## config.mk

```make
export PLATFORM = sky130hd
export DESIGN_NAME = lc3_fetch_stage
export DESIGN_NICKNAME = d
export VERILOG_FILES = /design/src/rtl/lc3_fetch_pkg.sv /design/src/rtl/lc3_fetch_fifo.sv /design/src/rtl/lc3_fetch_stage.sv
export SDC_FILE = /design/constraint.sdc
export NUM_CORES = 1
export LEC_CHECK = 0
export CELL_PAD_IN_SITES_DETAIL_PLACEMENT = 1
export CELL_PAD_IN_SITES_GLOBAL_PLACEMENT = 1
export CORE_UTILIZATION = 38
export CTS_CLUSTER_DIAMETER = 60
export CTS_CLUSTER_SIZE = 20
export DETAILED_ROUTE_END_ITERATION = 6
export GPL_ROUTABILITY_DRIVEN = 0
export PLACE_DENSITY = 0.82
export SYNTH_ARGS = -nofsm -noshare
export SYNTH_HDL_FRONTEND = slang
export SYNTH_SLANG_ARGS = --single-unit
```

## constraint.sdc

```tcl
create_clock -name clock -period 4.15 [get_ports clock]
set_input_delay 1.245 -clock clock [delete_from_list [all_inputs] [get_ports clock]]
set_output_delay 1.245 -clock clock [all_outputs]
set_load 0.03 [all_outputs]
```

## src/rtl/lc3_fetch_pkg.sv

```systemverilog
// Shared types and constants for the LC-3 instruction fetch stage.
package lc3_fetch_pkg;

  typedef enum logic [1:0] {
    StIdle,
    StReq,
    StWait
  } fetch_state_t;

  typedef struct packed {
    logic [15:0] instr;
    logic [15:0] npc;
  } fetch_entry_t;

  localparam logic [15:0] PcResetDefault = 16'h3000;

endpackage

```

## src/rtl/lc3_fetch_fifo.sv

```systemverilog
// Synchronous instruction buffer of fetch entries with flush; Depth must be a power of two.
module lc3_fetch_fifo
  import lc3_fetch_pkg::*;
#(
  parameter int unsigned Depth = 2,
  parameter int unsigned CntW  = $clog2(Depth) + 1
) (
  input  logic            clk_i,
  input  logic            rst_ni,
  input  logic            flush_i,
  input  logic            push_i,
  input  fetch_entry_t    data_i,
  input  logic            pop_i,
  output fetch_entry_t    data_o,
  output logic [CntW-1:0] count_o,
  output logic            empty_o,
  output logic            full_o
);

  localparam int unsigned PtrW = $clog2(Depth);

  fetch_entry_t    mem_q [Depth];
  logic [PtrW-1:0] wr_ptr_q, wr_ptr_d;
  logic [PtrW-1:0] rd_ptr_q, rd_ptr_d;
  logic [CntW-1:0] count_q, count_d;
  logic            do_push, do_pop;

  assign empty_o = (count_q == '0);
  assign full_o  = (count_q == CntW'(Depth));
  assign do_pop  = pop_i & ~empty_o;
  // A simultaneous pop frees the slot a push into a full buffer needs.
  assign do_push = push_i & (~full_o | do_pop);
  assign data_o  = mem_q[rd_ptr_q];
  assign count_o = count_q;

  always_comb begin
    wr_ptr_d = wr_ptr_q;
    rd_ptr_d = rd_ptr_q;
    count_d  = count_q;
    if (flush_i) begin
      wr_ptr_d = '0;
      rd_ptr_d = '0;
      count_d  = '0;
    end else begin
      if (do_push) wr_ptr_d = wr_ptr_q + PtrW'(1);
      if (do_pop)  rd_ptr_d = rd_ptr_q + PtrW'(1);
      count_d = count_q + CntW'(do_push) - CntW'(do_pop);
    end
  end

  always_ff @(posedge clk_i or negedge rst_ni) begin
    if (!rst_ni) begin
      wr_ptr_q <= '0;
      rd_ptr_q <= '0;
      count_q  <= '0;
    end else begin
      wr_ptr_q <= wr_ptr_d;
      rd_ptr_q <= rd_ptr_d;
      count_q  <= count_d;
    end
  end

  always_ff @(posedge clk_i) begin
    if (do_push && !flush_i) mem_q[wr_ptr_q] <= data_i;
  end

endmodule

```

## src/rtl/lc3_fetch_stage.sv

```systemverilog
// LC-3 fetch stage: PC, single-outstanding imem request FSM, instruction buffer and
// decode-side delivery with back-pressure and branch redirect.
module lc3_fetch_stage
  import lc3_fetch_pkg::*;
#(
  parameter logic [15:0] PC_RESET   = PcResetDefault,
  parameter int unsigned FIFO_DEPTH = 2
) (
  input  logic        clock,
  input  logic        reset,
  input  logic        enable_fetch,
  input  logic        enable_updatePC,
  input  logic        br_taken,
  input  logic [15:0] taddr,
  input  logic        stall,
  output logic        imem_req,
  output logic [15:0] imem_addr,
  input  logic        imem_gnt,
  input  logic        imem_rvalid,
  input  logic [15:0] imem_rdata,
  output logic [15:0] pc,
  output logic        enable_decode,
  output logic [15:0] dout,
  output logic [15:0] npc_out
);

  localparam int unsigned CntW = $clog2(FIFO_DEPTH) + 1;

  fetch_state_t    state_q, state_d;
  logic [15:0]     pc_q, pc_d;
  logic [15:0]     req_addr_q, req_addr_d;
  logic            stale_q, stale_d;
  logic            dec_valid_q;
  logic [15:0]     dout_q, npc_q;

  logic            redirect, push, pop, issue_ok;
  logic [CntW-1:0] fifo_count, cnt_proj;
  logic            fifo_empty, fifo_full;
  fetch_entry_t    push_entry, head;

  assign redirect   = br_taken & enable_updatePC;
  assign push       = (state_q == StWait) & imem_rvalid & ~stale_q & ~redirect;
  assign pop        = ~fifo_empty & enable_fetch & ~stall & ~redirect;
  // Issue against the post-cycle occupancy so the reply always has a slot.
  assign cnt_proj   = fifo_count + CntW'(push) - CntW'(pop);
  assign issue_ok   = enable_fetch & ~redirect & ~(fifo_full & ~pop) &
                      (cnt_proj < CntW'(FIFO_DEPTH));
  assign push_entry = '{instr: imem_rdata, npc: req_addr_q + 16'd1};

  lc3_fetch_fifo #(
    .Depth(FIFO_DEPTH),
    .CntW (CntW)
  ) u_fifo (
    .clk_i  (clock),
    .rst_ni (reset),
    .flush_i(redirect),
    .push_i (push),
    .data_i (push_entry),
    .pop_i  (pop),
    .data_o (head),
    .count_o(fifo_count),
    .empty_o(fifo_empty),
    .full_o (fifo_full)
  );

  always_comb begin
    state_d    = state_q;
    pc_d       = pc_q;
    req_addr_d = req_addr_q;
    stale_d    = stale_q;
    unique case (state_q)
      StIdle: begin
        if (issue_ok) begin
          state_d    = StReq;
          req_addr_d = pc_q;
        end
      end
      StReq: begin
        if (imem_gnt) begin
          state_d = StWait;
          pc_d    = req_addr_q + 16'd1;
        end
      end
      StWait: begin
        if (imem_rvalid) begin
          stale_d = 1'b0;
          if (issue_ok) begin
            state_d    = StReq;
            req_addr_d = pc_q;
          end else begin
            state_d = StIdle;
          end
        end
      end
      default: state_d = StIdle;
    endcase
    // Redirect overrides any PC increment; a request still awaiting its reply is marked stale.
    if (redirect) begin
      pc_d = taddr;
      if ((state_q == StReq) || ((state_q == StWait) && !imem_rvalid)) stale_d = 1'b1;
    end
  end

  always_ff @(posedge clock or negedge reset) begin
    if (!reset) begin
      state_q     <= StIdle;
      pc_q        <= PC_RESET;
      req_addr_q  <= '0;
      stale_q     <= 1'b0;
      dec_valid_q <= 1'b0;
      dout_q      <= '0;
      npc_q       <= '0;
    end else begin
      state_q     <= state_d;
      pc_q        <= pc_d;
      req_addr_q  <= req_addr_d;
      stale_q     <= stale_d;
      dec_valid_q <= pop;
      if (pop) begin
        dout_q <= head.instr;
        npc_q  <= head.npc;
      end
    end
  end

  assign imem_req      = (state_q == StReq);
  assign imem_addr     = req_addr_q;
  assign pc            = pc_q;
  assign enable_decode = dec_valid_q;
  assign dout          = dout_q;
  assign npc_out       = npc_q;

endmodule

```

==> results.ini <==
[setup_path]
worstSetupStartpoint = br_taken
r2r-end = imem_addr[10]
crit_path_frequent_cell = nand2_1
cp_max_fo = 17
rr_worst_depth = 7
cp_slowest_cell = mux2_4
timing.rr.start = u_fifo.count_o[1]
worstSetupEndpointType = register
crit_path_max_incr_delay_ns = 0.47
path_class = in -> reg
worstPathRequired_ns = 4.45
crit_end = imem_addr[10]
arrival_ns = 3.73
rrSetupSlack_ns = 1.66
startpoint_type = primary input
timing.critical_path.cells = clkdlybuf4s50_1, nand2_1, nand2_1, nor3_1, ha_1, nor3_2, xnor2_1, nand3_2, mux2_4

[timing]
rsz0062_at_grt = no
fmax_ghz = 0.292
worstMarginPinSlew_ns = 0.985
post-route-period-util_pct = 82.7
hold_slack_ns = 0.531
clock_skew_ns = 0.0149
setup_viol = 0
drv_slew = 0
tns_ns = 0
slew_headroom_pct = 34.3
finalCriticalPeriod_ns = 3.43
hold_viol = 0

[synth]
avgSynthCellArea_um2 = 13.4
syn_nets = 454
ys_types = 36
netlist_instances = 410
synth_area_um2 = 5510
yosysWarnings = 0
ys_seq_area_share_pct = 67.6
ys_seq_elements = 136

[detailed_routing]
antenna_left = 0
routedWlPerCell_um = 18.3
routed.top_layer = met4
drc = 0
wl_met1_um = 5780
vias = 3642
drt_pass1_iterations = 4
wl_met2_um = 6410
met3_length_um = 595
avgViaCountPerCell = 5.12
totalWireLength_um = 13000
drtIter0Drc = 177

[cells_and_area]
n_antenna_cell = 0
area_delta_synth_final_pct = 31.7
nNetsFinal = 563
drive_gt1_share_pct = 10.7
n_fill_cell = 1436
finalInstanceArea_um2 = 7260
fin_util_pct = 51.9

[pwr]
vdd.ir_drop.worst_uv = 341
cellPowerDensity_nw_per_um2 = 802
p_leak_nw = 2.77

[clock_network]
post_cts_buffers = 0
cts_resized = 0
cts_root_buf = clkbuf_16
clk_pin_slew_ns = 0.05
cts.sinks = 136
cts_tree = yes
cts_max_path_buffers = 2
holdBufCountCts = 0
cts_made_buffers = 17
clk_latency_ns = 0.42
h-tree-depth = 4

[grt]
antenna_found_initial = 0
grt_pass1_wl_um = 20600
grt_usage_pct = 18.6
grt_pass1_vias = 3931
grt_max_degree = 73
gr-total-overflow = 0

[job]
cap_violations = 0

[floorplan]
rows = 43
die_h_um = 122
dieWidth_um = 122
boundaryPins = 106
start_util_pct = 39.4
core-area_um2 = 14000
dieArea_um2 = 15000

[hold_path]
worstHoldStart = npc_out[6]
hold_path.class = reg -> reg

[placement]
port_buffers = 105
detailed_place_hpwl_um = 8690
dpl_cell_area_um2 = 6750

[outcome]
status = completed

## Yosys cell counts
cell type | number | area share [%]
dfrtp_1 | 70 | 32
edfxtp_1 | 64 | 35
nor2_1 | 46 | 3.1
mux2i_1 | 37 | 6.7
a21oi_1 | 34 | 3.1
nand2_1 | 25 | 1.7
o21ai_0 | 22 | 2.0
buf_2 | 10 | 0.91
nand3_1 | 10 | 0.91
xnor2_1 | 10 | 1.6
mux2_4 | 9 | 2.5
xor2_1 | 8 | 1.3
clkbuf_1 | 7 | 0.48
mux2_2 | 7 | 1.4
nor3_1 | 7 | 0.64
and2_1 | 5 | 0.57
ha_1 | 4 | 0.91
inv_1 | 4 | 0.27
nand4_1 | 4 | 0.45
and4_1 | 3 | 0.48
nor2b_1 | 3 | 0.34
and3_1 | 2 | 0.23
dfstp_2 | 2 | 0.95
nand2b_1 | 2 | 0.23
nand3_2 | 2 | 0.36
nor4b_2 | 2 | 0.54
o21ai_1 | 2 | 0.18
a31oi_1 | 1 | 0.11
buf_1 | 1 | 0.068
buf_4 | 1 | 0.14
buf_8 | 1 | 0.27
nand4bb_2 | 1 | 0.30
nor3_2 | 1 | 0.18
nor4_1 | 1 | 0.11
o21bai_1 | 1 | 0.14
o32a_1 | 1 | 0.18
## state kept, by name, indices dropped and copies added (netlist names)
signal           cells
npc_out             16
stale_q              1
u_fifo.wr_ptr_q      1
state_q              2
u_fifo.mem_q        64
u_fifo.rd_ptr_q      1
imem_addr           16
dout                16
pc                  16
u_fifo.count_o       2
enable_decode        1
## metrics by stage
step	power, W	cells	worst slack, ns
finish	0.00582	711	0.720
global route	0.00612	711	0.509
CTS	0.00588	711	0.723
detailed placement	0.00456	680	0.266
global placement	0.00446	680	0.447
floorplan	0.00357	410	0.253
## worst min path at each step
| stage | cells past startpoint | slack [ns] | endpoint |
|---|---|---|---|
| after global routing | 2 | 0.56 | dout[10] |
| after CTS | 2 | 0.53 | npc_out[1] |
| after detailed placement | 2 | 0.52 | npc_out[1] |
| after global placement | 2 | 0.51 | dout[4] |
| final | 2 | 0.53 | npc_out[6] |
| after floorplan | 1 | 0.49 | stale_q |
## routing by layer
layer  vias to the layer above  GRT usage [%]
met5                         -              0
met3                        17           4.18
met2                       102           30.5
met4                         0           7.85
li1                       1696              -
met1                      1827           23.7
## cell usage in the layout, fill, tap and decap left out, drive strengths merged, types with 4 or more instances in the layout
cell type / n
clkdlybuf4s50: 104
dfrtp: 70
edfxtp: 64
nor2: 46
mux2i: 37
a21oi: 34
clkbuf: 26
nand2: 25
o21ai: 24
mux2: 16
nand3: 12
xnor2: 10
xor2: 8
nor3: 8
buf: 6
and2: 5
clkinv: 5
nand4: 4
inv: 4
ha: 4
## cell families (layout without fill, tap and decap cells)
kind of cell,Yosys count,after routing,synth area share [%]
DFF,136,136,67.6
and+or+nand+nor,114,114,10.2
AOI/OAI and AO/OA,61,61,5.70
muxes,53,53,10.6
buffers and inverters,24,145,2.13
xor gates and xnor gates,18,18,2.86
adders and majority gates,4,4,0.908
## final cells by class
class / count / area (um2) / share of cell area, %
Timing Repair Buffer: 110 / 1100 / 15.1
Tap cell: 180 / 225 / 3.10
Clock inverter: 5 / 23.8 / 0.328
Clock buffer: 26 / 479 / 6.60
Sequential cell: 136 / 3730 / 51.4
Multi-Input combinational cell: 250 / 1690 / 23.3
Inverter: 4 / 15.0 / 0.207
## worst max-delay path: cells and delay by family
family | cells | cell delay, ns
adders and majority gates | 1 | 0.29
buffers and inverters | 1 | 0.43
muxes | 1 | 0.47
xor gates and xnor gates | 1 | 0.16
and+or+nand+nor | 5 | 1.13
## power breakdown
part	leakage, nW	switching, W	internal, W	total, W
Sequential	1.43	0.000412	0.00186	0.00227
Combinational	1.09	0.00127	0.000992	0.00226
Clock	0.249	0.000510	0.000784	0.00129
Total	2.77	0.00219	0.00363	0.00582
No activity file was read; power rests on OpenSTA's default activity.
